**src/rtl/uart_pkg.sv**
```systemverilog
// Shared UART types and helpers: FSM state encoding, parity modes,
// baud divider and frame parity calculation.
package uart_pkg;

  typedef enum logic [2:0] {
    IDLE   = 3'd0,
    START  = 3'd1,
    DATA   = 3'd2,
    PARITY = 3'd3,
    STOP   = 3'd4
  } uart_state_t;

  localparam int PARITY_NONE = 0;
  localparam int PARITY_EVEN = 1;
  localparam int PARITY_ODD  = 2;

  function automatic int calc_div(input int clk_freq, input int baud);
    return clk_freq / baud;
  endfunction

  // Unused high bits of data must be zero so they do not disturb the XOR.
  function automatic logic calc_parity(input logic [7:0] data, input int mode);
    logic p;
    p = ^data;
    return (mode == PARITY_ODD) ? ~p : p;
  endfunction

endpackage

```
**src/rtl/uart_sync_fifo.sv**
```systemverilog
// Synchronous FIFO with a registered head output; full/empty derive from
// an occupancy register so the head is valid the cycle after the first push.
module uart_sync_fifo #(
  parameter int WIDTH = 8,
  parameter int DEPTH = 16
) (
  input  logic                     clk,
  input  logic                     rst,
  input  logic                     wr_en,
  input  logic [WIDTH-1:0]         wr_data,
  input  logic                     rd_en,
  output logic [WIDTH-1:0]         rd_data,
  output logic [$clog2(DEPTH):0]   count,
  output logic                     full,
  output logic                     empty
);

  localparam int AW = $clog2(DEPTH);
  localparam logic [AW-1:0] PTR_ONE = AW'(1);
  localparam logic [AW:0]   CNT_ONE = (AW+1)'(1);
  localparam logic [AW:0]   CNT_FULL = (AW+1)'(DEPTH);

  logic [WIDTH-1:0] mem_r [DEPTH];
  logic [AW-1:0]    wr_ptr_r;
  logic [AW-1:0]    rd_ptr_r;
  logic [AW:0]      count_r;
  logic [WIDTH-1:0] head_r;
  logic             do_wr_s;
  logic             do_rd_s;

  assign full    = (count_r == CNT_FULL);
  assign empty   = (count_r == '0);
  assign do_rd_s = rd_en && !empty;
  assign do_wr_s = wr_en && (!full || do_rd_s);
  assign rd_data = head_r;
  assign count   = count_r;

  // Storage array, written at the tail pointer
  always_ff @(posedge clk) begin
    if (do_wr_s) begin
      mem_r[wr_ptr_r] <= wr_data;
    end
  end

  // Pointers, occupancy and the prefetched head register
  always_ff @(posedge clk) begin
    if (rst) begin
      wr_ptr_r <= '0;
      rd_ptr_r <= '0;
      count_r  <= '0;
      head_r   <= '0;
    end else begin
      if (do_wr_s) wr_ptr_r <= wr_ptr_r + PTR_ONE;
      if (do_rd_s) rd_ptr_r <= rd_ptr_r + PTR_ONE;
      case ({do_wr_s, do_rd_s})
        2'b10:   count_r <= count_r + CNT_ONE;
        2'b01:   count_r <= count_r - CNT_ONE;
        default: count_r <= count_r;
      endcase
      // A pop of the last entry with a concurrent push forwards the new word.
      if (do_rd_s) begin
        if (count_r > CNT_ONE) head_r <= mem_r[rd_ptr_r + PTR_ONE];
        else if (do_wr_s)      head_r <= wr_data;
        else                   head_r <= head_r;
      end else if (empty && do_wr_s) begin
        head_r <= wr_data;
      end else begin
        head_r <= head_r;
      end
    end
  end

endmodule

```
**src/rtl/uart_fifo_transceiver.sv**
```systemverilog
// Direct-pin UART with TX/RX FIFOs, configurable framing and sticky
// framing/parity/overrun error flags.
module uart_fifo_transceiver
  import uart_pkg::*;
#(
  parameter int CLK_FREQ   = 50_000_000,
  parameter int BAUD       = 115200,
  parameter int DATA_BITS  = 8,
  parameter int PARITY     = 0,
  parameter int STOP_BITS  = 1,
  parameter int FIFO_DEPTH = 16
) (
  input  logic                          clk,
  input  logic                          rst,
  input  logic                          rxd,
  output logic                          txd,
  input  logic [DATA_BITS-1:0]          tx_data,
  input  logic                          tx_valid,
  output logic                          tx_ready,
  output logic [DATA_BITS-1:0]          rx_data,
  output logic                          rx_valid,
  input  logic                          rx_ready,
  output logic                          rx_frame_err,
  output logic                          rx_parity_err,
  output logic                          rx_overrun,
  input  logic                          err_clear,
  output logic [$clog2(FIFO_DEPTH):0]   tx_count,
  output logic [$clog2(FIFO_DEPTH):0]   rx_count
);

  localparam int DIV = calc_div(CLK_FREQ, BAUD);
  localparam int CW  = $clog2(STOP_BITS * DIV + 1);
  localparam int BW  = $clog2(DATA_BITS);
  localparam logic [CW-1:0] DIV_END  = CW'(DIV - 1);
  localparam logic [CW-1:0] HALF_END = CW'(DIV / 2 - 1);
  localparam logic [CW-1:0] STOP_END = CW'(STOP_BITS * DIV - 1);
  localparam logic [CW-1:0] CNT_ONE  = CW'(1);
  localparam logic [BW-1:0] LAST_BIT = BW'(DATA_BITS - 1);
  localparam logic [BW-1:0] BIT_ONE  = BW'(1);

  uart_state_t          tx_state_r;
  logic [CW-1:0]        tx_cnt_r;
  logic [BW-1:0]        tx_bit_r;
  logic [DATA_BITS-1:0] tx_shift_r;
  logic                 tx_par_r;
  logic                 txd_r;
  logic [DATA_BITS-1:0] tx_head_s;
  logic                 tx_full_s;
  logic                 tx_empty_s;
  logic                 tx_pop_s;

  uart_state_t          rx_state_r;
  logic [CW-1:0]        rx_cnt_r;
  logic [BW-1:0]        rx_bit_r;
  logic [DATA_BITS-1:0] rx_shift_r;
  logic                 rx_par_r;
  logic [1:0]           rx_sync_r;
  logic                 rx_prev_r;
  logic                 rx_wr_r;
  logic [DATA_BITS-1:0] rx_wr_data_r;
  logic                 rx_full_s;
  logic                 rx_empty_s;
  logic                 rx_bit_s;
  logic                 stop_sample_s;
  logic                 fe_set_s;
  logic                 pe_set_s;
  logic                 ov_set_s;
  logic                 frame_err_r;
  logic                 parity_err_r;
  logic                 overrun_r;

  uart_sync_fifo #(.WIDTH(DATA_BITS), .DEPTH(FIFO_DEPTH)) u_tx_fifo (
    .clk(clk), .rst(rst), .wr_en(tx_valid), .wr_data(tx_data), .rd_en(tx_pop_s),
    .rd_data(tx_head_s), .count(tx_count), .full(tx_full_s), .empty(tx_empty_s)
  );

  uart_sync_fifo #(.WIDTH(DATA_BITS), .DEPTH(FIFO_DEPTH)) u_rx_fifo (
    .clk(clk), .rst(rst), .wr_en(rx_wr_r), .wr_data(rx_wr_data_r), .rd_en(rx_ready),
    .rd_data(rx_data), .count(rx_count), .full(rx_full_s), .empty(rx_empty_s)
  );

  assign tx_ready = !tx_full_s;
  assign rx_valid = !rx_empty_s;
  assign txd      = txd_r;

  // Popping at the end of STOP chains frames with no idle gap.
  assign tx_pop_s = !tx_empty_s &&
                    ((tx_state_r == IDLE) || ((tx_state_r == STOP) && (tx_cnt_r == STOP_END)));

  // TX sequencer: start bit, data LSB first, optional parity, stop bits
  always_ff @(posedge clk) begin
    if (rst) begin
      tx_state_r <= IDLE;
      tx_cnt_r   <= '0;
      tx_bit_r   <= '0;
      tx_shift_r <= '0;
      tx_par_r   <= 1'b0;
      txd_r      <= 1'b1;
    end else begin
      case (tx_state_r)
        IDLE, STOP: begin
          if ((tx_state_r == STOP) && (tx_cnt_r != STOP_END)) begin
            tx_cnt_r <= tx_cnt_r + CNT_ONE;
          end else if (tx_pop_s) begin
            tx_cnt_r   <= '0;
            tx_shift_r <= tx_head_s;
            tx_par_r   <= calc_parity(8'(tx_head_s), PARITY);
            txd_r      <= 1'b0;
            tx_state_r <= START;
          end else begin
            tx_cnt_r   <= '0;
            txd_r      <= 1'b1;
            tx_state_r <= IDLE;
          end
        end
        START: begin
          if (tx_cnt_r == DIV_END) begin
            tx_cnt_r   <= '0;
            tx_bit_r   <= '0;
            txd_r      <= tx_shift_r[0];
            tx_state_r <= DATA;
          end else begin
            tx_cnt_r <= tx_cnt_r + CNT_ONE;
          end
        end
        DATA: begin
          if (tx_cnt_r == DIV_END) begin
            tx_cnt_r <= '0;
            if (tx_bit_r != LAST_BIT) begin
              txd_r      <= tx_shift_r[1];
              tx_shift_r <= {1'b0, tx_shift_r[DATA_BITS-1:1]};
              tx_bit_r   <= tx_bit_r + BIT_ONE;
            end else if (PARITY != PARITY_NONE) begin
              txd_r      <= tx_par_r;
              tx_state_r <= uart_pkg::PARITY;
            end else begin
              txd_r      <= 1'b1;
              tx_state_r <= STOP;
            end
          end else begin
            tx_cnt_r <= tx_cnt_r + CNT_ONE;
          end
        end
        uart_pkg::PARITY: begin
          if (tx_cnt_r == DIV_END) begin
            tx_cnt_r   <= '0;
            txd_r      <= 1'b1;
            tx_state_r <= STOP;
          end else begin
            tx_cnt_r <= tx_cnt_r + CNT_ONE;
          end
        end
        default: begin
          tx_cnt_r   <= '0;
          txd_r      <= 1'b1;
          tx_state_r <= IDLE;
        end
      endcase
    end
  end

  // Two-flop synchroniser plus previous-sample register for edge detection
  always_ff @(posedge clk) begin
    if (rst) begin
      rx_sync_r <= 2'b11;
      rx_prev_r <= 1'b1;
    end else begin
      rx_sync_r <= {rx_sync_r[0], rxd};
      rx_prev_r <= rx_sync_r[1];
    end
  end

  assign rx_bit_s      = rx_sync_r[1];
  assign stop_sample_s = (rx_state_r == STOP) && (rx_cnt_r == DIV_END);
  assign fe_set_s      = stop_sample_s && !rx_bit_s;
  assign ov_set_s      = stop_sample_s && rx_bit_s && rx_full_s;
  assign pe_set_s      = stop_sample_s && rx_bit_s && (PARITY != PARITY_NONE) &&
                         (calc_parity(8'(rx_shift_r), PARITY) != rx_par_r);

  // RX sequencer: mid-bit sampling from the start edge, push at mid-stop
  always_ff @(posedge clk) begin
    if (rst) begin
      rx_state_r   <= IDLE;
      rx_cnt_r     <= '0;
      rx_bit_r     <= '0;
      rx_shift_r   <= '0;
      rx_par_r     <= 1'b0;
      rx_wr_r      <= 1'b0;
      rx_wr_data_r <= '0;
    end else begin
      rx_wr_r <= 1'b0;
      case (rx_state_r)
        IDLE: begin
          rx_cnt_r <= '0;
          if (rx_prev_r && !rx_bit_s) rx_state_r <= START;
        end
        START: begin
          if (rx_cnt_r == HALF_END) begin
            rx_cnt_r   <= '0;
            rx_bit_r   <= '0;
            rx_state_r <= rx_bit_s ? IDLE : DATA;
          end else begin
            rx_cnt_r <= rx_cnt_r + CNT_ONE;
          end
        end
        DATA: begin
          if (rx_cnt_r == DIV_END) begin
            rx_cnt_r   <= '0;
            rx_shift_r <= {rx_bit_s, rx_shift_r[DATA_BITS-1:1]};
            rx_bit_r   <= rx_bit_r + BIT_ONE;
            if (rx_bit_r == LAST_BIT) begin
              rx_state_r <= (PARITY != PARITY_NONE) ? uart_pkg::PARITY : STOP;
            end
          end else begin
            rx_cnt_r <= rx_cnt_r + CNT_ONE;
          end
        end
        uart_pkg::PARITY: begin
          if (rx_cnt_r == DIV_END) begin
            rx_cnt_r   <= '0;
            rx_par_r   <= rx_bit_s;
            rx_state_r <= STOP;
          end else begin
            rx_cnt_r <= rx_cnt_r + CNT_ONE;
          end
        end
        STOP: begin
          if (stop_sample_s) begin
            rx_cnt_r   <= '0;
            rx_state_r <= IDLE;
            rx_wr_r    <= rx_bit_s && !rx_full_s;
            rx_wr_data_r <= rx_shift_r;
          end else begin
            rx_cnt_r <= rx_cnt_r + CNT_ONE;
          end
        end
        default: begin
          rx_cnt_r   <= '0;
          rx_state_r <= IDLE;
        end
      endcase
    end
  end

  // Sticky error flags; a new error outranks a simultaneous clear
  always_ff @(posedge clk) begin
    if (rst) begin
      frame_err_r  <= 1'b0;
      parity_err_r <= 1'b0;
      overrun_r    <= 1'b0;
    end else begin
      frame_err_r  <= fe_set_s || (frame_err_r  && !err_clear);
      parity_err_r <= pe_set_s || (parity_err_r && !err_clear);
      overrun_r    <= ov_set_s || (overrun_r    && !err_clear);
    end
  end

  assign rx_frame_err  = frame_err_r;
  assign rx_parity_err = parity_err_r;
  assign rx_overrun    = overrun_r;

endmodule

```
**config.mk**
```make
export PLATFORM = sky130hd
export DESIGN_NAME = uart_fifo_transceiver
export DESIGN_NICKNAME = d
export VERILOG_FILES = /design/src/rtl/uart_pkg.sv /design/src/rtl/uart_sync_fifo.sv /design/src/rtl/uart_fifo_transceiver.sv
export SDC_FILE = /design/constraint.sdc
export NUM_CORES = 1
export LEC_CHECK = 0
export CAP_MARGIN = 20
export CORE_MARGIN = 5
export CORE_UTILIZATION = 40
export CTS_BUF_LIST = sky130_fd_sc_hd__clkbuf_4 sky130_fd_sc_hd__clkbuf_8
export DETAILED_ROUTE_END_ITERATION = 10
export GPL_TIMING_DRIVEN = 0
export PLACE_DENSITY = 0.59
export SETUP_SLACK_MARGIN = 0.05
export SYNTH_ARGS = -nofsm -noshare
export SYNTH_HDL_FRONTEND = slang
export SYNTH_SLANG_ARGS = --single-unit
```
**constraint.sdc**
```tcl
create_clock -name clk -period 4.1 [get_ports clk]
set_clock_uncertainty 0.1 [all_clocks]
set_input_delay 1.23 -clock clk [delete_from_list [all_inputs] [get_ports clk]]
set_output_delay 1.23 -clock clk [all_outputs]
set_load 0.02 [all_outputs]
```
==> flow_summary.toml, run 1 <==
[run_status]
status = "finished, final reports clean"

[clock_tree]
clk-insertion-delay-late_ps = 640
holdBufCountCts = 0
cts_buffers = 60
htreeDepth = 2
path_clk_slew_ps = 60
clock-sinks = 360
clock_tree.buffer_depth = 3
cts-root-buf = "clkbuf_8"
cts_setup_buffers = 0
cts_tree = "built"
ctsResizeCount = 0

[synthesis]
synth_edf_count = 256
async_flop_share_pct = 0
syn_nets = 1074
yosys.area.top_type = "edfxtp_1"
ys_seq_area_share_pct = 65.0
ys.flop_type = "edfxtp_1"
synth.avg_cell_area_sq_um = 14.6
synth_cell_type_count = 70
synth.most_common_cell = "edfxtp_1"
syn_area_sq_um = 15000
synth-warning-count = 0
ys_ff_latch = 360
synth_top_area_share_pct = 51.1
synth_cells = 1032
yosys-top-cells-area = "edfxtp_1 (51%), dfxtp_1 (14%), mux4_2 (9.6%), nor2_1 (3.6%), mux2i_1 (2.4%)"
ys_top_cells_by_count = "edfxtp_1 (256), nor2_1 (143), dfxtp_1 (104)"

[sta]
min_period_ps = 3710
tightest_slew_ps = 843
holdWs_ps = 321
period_share_pct = 90.4
maxSlewViolCount = 0
rsz0062_at_grt = "no"
tns_ps = 0
max_freq_mhz = 270
finalHoldViolations = 0
max_slew_margin_pct = 43.6
setup_violations = 0

[drt]
drt_iter0_markers = 456
wl_mm = 31.4
viasPerCell = 5.05
drtAntennaViolNets = 0
vias = 8575
route.detailed.drc = 0
wl_per_cell_microns = 18.5
dr.pass1.iters = 5

[global_route]
overflow = 0
grt_pass1_vias = 8741
grt_max_degree = 19
track_usage_pct = 15.5
antenna_found_initial = 0
grt_pass1_wl_mm = 49.9

[worst_setup_path]
crit_chain = "inv_1 -> ha_1 -> nor4b_4 -> inv_1 -> clkdlybuf4s50_1"
slowest_stage = "clkdlybuf4s50_1"
arrival_ps = 2380
criticalPathCategory = "reg2out"
slowest_delay_ps = 620
end_kind = "output pin"
required_ps = 2770
critPathMaxFanout = 8
start_kind = "register"
cp_common_cell = "inv_1"

[placed_design]
place_hpwl_mm = 20.7
io_buffers = 37
gp_congestion = 0.809
dpl_cell_area_sq_um = 16100

[power_and_ir_drop]
max-vdd-ir-drop_mv = 0.304
p_leak_nw = 5.79
power_density_nw_per_um2 = 596
finalPower_mw = 10.3

[floorplan]
core_sq_um = 37400
fp.dieH_microns = 204
num_rows = 71
die_w_microns = 204
die_area_sq_um = 41600
start_util_pct = 40.2
ios = 38

[layout]
stdcell_area_sq_um = 17300
diodes = 0
final_nets = 1181
area_delta_synth_final_pct = 14.8
drive_gt1_share_pct = 19.3

[job]
drv_cap = 0

[hold_path]
hp-class = "reg2reg"
==> path summary, 6_finish.rpt <==
check	slack (ps)	startpoint	to	cells past startpoint
hold / removal	320	rx_sync_r[0]	rx_sync_r[1]	1
setup / recovery	390	u_rx_fifo.count[0]	rx_valid	5
setup reg to reg	940	u_rx_fifo.count[0]	u_rx_fifo.mem_r[3][5]	7
hold reg to reg	320	rx_sync_r[0]	rx_sync_r[1]	1
==> area by class of cell <==
cell class | instances | area, sq um
Buffer | 51 | 285
Multi-Input combinational cell | 605 | 4920
Inverter | 16 | 60.1
Timing Repair Buffer | 45 | 428
Sequential cell | 360 | 9770
Tap cell | 511 | 639
Clock buffer | 87 | 1040
Fill cell | 3329 | 20100
Clock inverter | 24 | 121
==> state kept, by name (all words and copies together), names as in the netlist, 5 cells and up <==
name	count
u_tx_fifo.mem_r	128
u_rx_fifo.count	5
rx_wr_data_r	8
rx_cnt_r	9
u_rx_fifo.mem_r	128
u_tx_fifo.count	5
tx_shift_r	8
u_tx_fifo.rd_data	8
tx_cnt_r	9
u_rx_fifo.rd_data	8
rx_shift_r	8
==> layout by cell type, fill, tap and decap left out, types with 21 or more instances in the layout <==
cell / n
mux4_2: 64
nor2_1: 143
clkbuf_4: 26
dfxtp_1: 104
clkbuf_1: 21
ha_1: 28
clkdlybuf4s50_1: 37
nand2_1: 72
mux2i_1: 36
xor2_1: 22
edfxtp_1: 256
a21oi_1: 39
clkbuf_8: 62
==> report_power, final <==
part / internal (mW) / switching [mW]
Sequential: 4.11 / 0.168
Combinational: 1.34 / 1.64
Clock: 1.63 / 1.40
Total: 7.09 / 3.20
==> routing by layer <==
metal / routed length [microns] / vias to the layer above / track usage [%]
li1: - / 4115 / -
met1: 14200 / 4229 / 20.9
met2: 15200 / 175 / 25.2
met3: 1260 / 56 / 2.92
met4: 767 / 0 / 5.44
met5: 0 / - / 0
==> critical path, delay by kind of cell (launching register included) <==
family	cells	cell delay (ps)
buf+inv	3	840
flops	1	520
fa+ha+maj	1	230
simple gates	1	150
==> logic make-up after synthesis <==
group / count (synthesis) / share of synthesized area (%)
flops: 360 / 65.0
compound gates: 101 / 4.98
fa+ha+maj: 28 / 2.33
mux: 100 / 12.0
xor+xnor: 37 / 2.28
buf+inv: 67 / 2.30
simple gates: 339 / 11.2
==> through the flow <==
| stage | worst slack, ps | std cells | util, % |
|---|---|---|---|
| after global routing | 226 | 1699 | 46.2 |
| final | 392 | 1699 | 46.2 |
| after CTS | 281 | 1699 | 46.2 |
| after global placement | -55.1 | 1580 | 42.9 |
| after detailed placement | 143 | 1588 | 43.1 |
| after floorplan | 1230 | 1032 | - |
(Power assumes the default switching activity.)
==> run 2, diff against run 1 <==
--- a/config.mk
+++ b/config.mk
@@ -5,6 +5,7 @@
 export SDC_FILE = /design/constraint.sdc
 export NUM_CORES = 1
 export LEC_CHECK = 0
+export ABC_AREA = 1
 export CAP_MARGIN = 20
 export CORE_MARGIN = 5
 export CORE_UTILIZATION = 40
==> run 2 against run 1 <==
  * Flip-flop and latch count unchanged
  * Die area rose by 6.5%
  * Cell count grew 40%
  * Worst hold slack lost 3.7 ps
  * Sequential share of layout area is 3.0 points lower
  * Area after synthesis increased by 6.8%
  * First-iteration DRC count up 68%
  * Non-clock buffer count up 3
  * Combinational power grew 29%
  * Power is 8.2% higher
  * Global-route usage is 2.1 points higher
  * Design area up 5.6%
  * Critical path type unchanged
==> flow_summary.toml, run 2 <==
[power_and_ir_drop]
pwr-share-seq_pct = 38.0
p_leak_nw = 7.47
p_sw_mw = 4.31
max-vdd-ir-drop_mv = 0.308
power_density_nw_per_um2 = 611
combPwrFrac_pct = 34.4
p_int_mw = 6.83
clock_power_share_pct = 27.6
finalPower_mw = 11.1
switching_share_pct = 38.7

[layout]
fin_cells = 2383
top_regs = "u_rx_fifo.mem_r x128, u_tx_fifo.mem_r x128"
final_cell_mix = "nand2_1 (531), edfxtp_1 (256), inv_1 (208), nand3_1 (208), dfxtp_1 (104)"
diodes = 0
stdcell_area_sq_um = 18200
drive_gt1_share_pct = 9.90
multi_input_area_sq_um = 5100
final_common_cell = "nand2_1"
area_delta_synth_final_pct = 13.6
utilization_pct = 45.9
final_nets = 1853
regArea_sq_um = 9770
fillCellCount = 3830

[placed_design]
place_hpwl_mm = 26.6
dp_cells = 2275
dpl_cell_area_sq_um = 17100
gp_congestion = 0.902
io_buffers = 37
place_ws_ps = 523

[worst_setup_path]
timing.rr.start = "u_rx_fifo.count[0]"
required_ps = 2770
r2r_setup_slack_ps = 1360
r2r_end = "u_rx_fifo.mem_r[11][7]"
slowest_delay_ps = 620
end_kind = "output pin"
start_kind = "register"
slowest_stage = "clkdlybuf4s50_1"
arrival_ps = 2380
crit_chain = "inv_1 -> ha_1 -> nand3_4 -> clkdlybuf4s50_1"
rr_worst_depth = 7
criticalPathCategory = "reg2out"
critPathMaxFanout = 8
critPathBufInv = 2
crit_family = "buffers and inverters"

[synthesis]
synth_top_area_share_pct = 47.9
synth_cells = 1713
async_flop_share_pct = 0
synth.most_common_cell = "nand2_1"
synth-warning-count = 0
ys_ff_latch = 360
syn_area_sq_um = 16100
yosys-top-cells-area = "edfxtp_1 (48%), dfxtp_1 (13%), nand2_1 (12%), nand3_1 (6.5%), inv_1 (4.9%)"
synth.avg_cell_area_sq_um = 9.37
ys_seq_area_share_pct = 60.8
ys_top_cells_by_count = "nand2_1 (531), edfxtp_1 (256), inv_1 (208), nand3_1 (208), dfxtp_1 (104)"
synth_edf_count = 256
yosys.area.top_type = "edfxtp_1"
syn_nets = 1755
ys.flop_type = "edfxtp_1"
synth_cell_type_count = 49

[sta]
rsz0062_at_grt = "no"
period_share_pct = 90.6
max_slew_margin_pct = 37.5
setup_violations = 0
finalHoldViolations = 0
max_freq_mhz = 269
worst_slack_ps = 386
holdWs_ps = 318
maxSlewViolCount = 0
min_period_ps = 3710
tightest_slew_ps = 934
tns_ps = 0

[drt]
drt_iter0_markers = 768
dr.pass1.iters = 5
vias = 11600
wl_mm = 39.0
drtAntennaViolNets = 0
route.detailed.drc = 0
wl_per_cell_microns = 16.4
viasPerCell = 4.86

[floorplan]
num_rows = 73
core_sq_um = 39700
die_w_microns = 210
ios = 38
die_area_sq_um = 44300
fp.dieH_microns = 210
start_util_pct = 40.4

[clock_tree]
cts_buffers = 59
clock_tree.buffer_depth = 3
ctsResizeCount = 0
clock-sinks = 360
path_clk_slew_ps = 60
cts_tree = "built"
holdBufCountCts = 0
cts_setup_buffers = 0
clk-insertion-delay-late_ps = 680
cts-root-buf = "clkbuf_8"
htreeDepth = 2

[global_route]
overflow = 0
grt_pass1_vias = 11100
track_usage_pct = 17.5
grt_pass1_wl_mm = 61.0
grt_max_degree = 19
antenna_found_initial = 0

[hold_path]
min_to = "rx_sync_r[1]"
min-delay-start = "rx_sync_r[0]"
hp-class = "reg2reg"
hold_depth = 1

[job]
drv_cap = 0

[run_status]
status = "finished, final reports clean"
-- run 2: cell count changes in the layout (fill, tap and decap cells not counted), sizes merged, moves of 36 or more --
cell,before,now
mux2i,36,0
nand3,17,211
inv,18,223
nor2,147,102
nand2,73,545
mux4,64,0
o21ai,11,56
-- run 2: routing by layer --
metal,vias to the layer above,share of wire (%),GRT usage (%)
met5,-,0,0
met4,0,2.4,5.58
met3,64,5.7,3.45
met2,307,47,29.0
met1,5420,44,23.4
li1,5781,-,-
-- run 2: kinds of logic (layout without fill, tap and decap cells) --
family / after synthesis / count (layout) / synth area share, %
simple gates: 882 / 882 / 23.6
fa+ha+maj: 28 / 28 / 2.18
compound gates: 135 / 135 / 4.45
xor+xnor: 23 / 23 / 1.54
buf+inv: 285 / 430 / 7.39
flops: 360 / 360 / 60.8
-- run 2: worst register-to-register path: cells and delay by family, from the launching register on --
kind	cells	cell delay (ps)
adder cells (fa/ha/maj)	1	270
flip-flops	1	540
buffers and inverters	2	270
AND/OR/NAND/NOR	3	1050
AO/OA/AOI/OAI	1	100
-- run 2: worst max-delay path by stage --
stage,start,cells after the start,end,slack (ps)
2_1_floorplan,u_tx_fifo.count[0],4,tx_ready,1620
3_3_place_gp,rx_ready,5,u_rx_fifo.mem_r[11][5],550
3_5_place_dp,rx_ready,5,u_rx_fifo.mem_r[3][2],520
4_1_cts,u_rx_fifo.count[0],4,rx_valid,290
5_1_grt,u_rx_fifo.count[0],4,rx_valid,270
6_report,u_rx_fifo.count[0],4,rx_valid,390
-- run 2: area by class of cell --
cell class                 count  area share [%]
sequential                   360            53.6
inverter                     223            4.67
timing repair buffer          37            2.03
multi-input combinational   1068            28.0
clock buffer                  78            5.30
tap                          525            3.60
buffer                        62            1.83
clock inverter                30            1.00
-- run 2: power by group through the flow --
stage,Clock (mW),Combinational (mW),Sequential [mW]
2_1_floorplan,0,2.62,4.30
3_3_place_gp,0,3.78,4.30
3_5_place_dp,0,3.81,4.30
4_1_cts,3.15,3.82,4.23
5_1_grt,3.32,4.25,4.25
6_report,3.08,3.83,4.23
==> run 3, diff against run 2 <==
--- a/config.mk
+++ b/config.mk
@@ -13,7 +13,7 @@
 export DETAILED_ROUTE_END_ITERATION = 10
 export GPL_TIMING_DRIVEN = 0
 export PLACE_DENSITY = 0.59
-export SETUP_SLACK_MARGIN = 0.05
+export SETUP_SLACK_MARGIN = 0.1
 export SYNTH_ARGS = -nofsm -noshare
 export SYNTH_HDL_FRONTEND = slang
 export SYNTH_SLANG_ARGS = --single-unit
==> results of run 3 <==
Same layout as run 2: the final DEF is identical, and so are final timing and power.
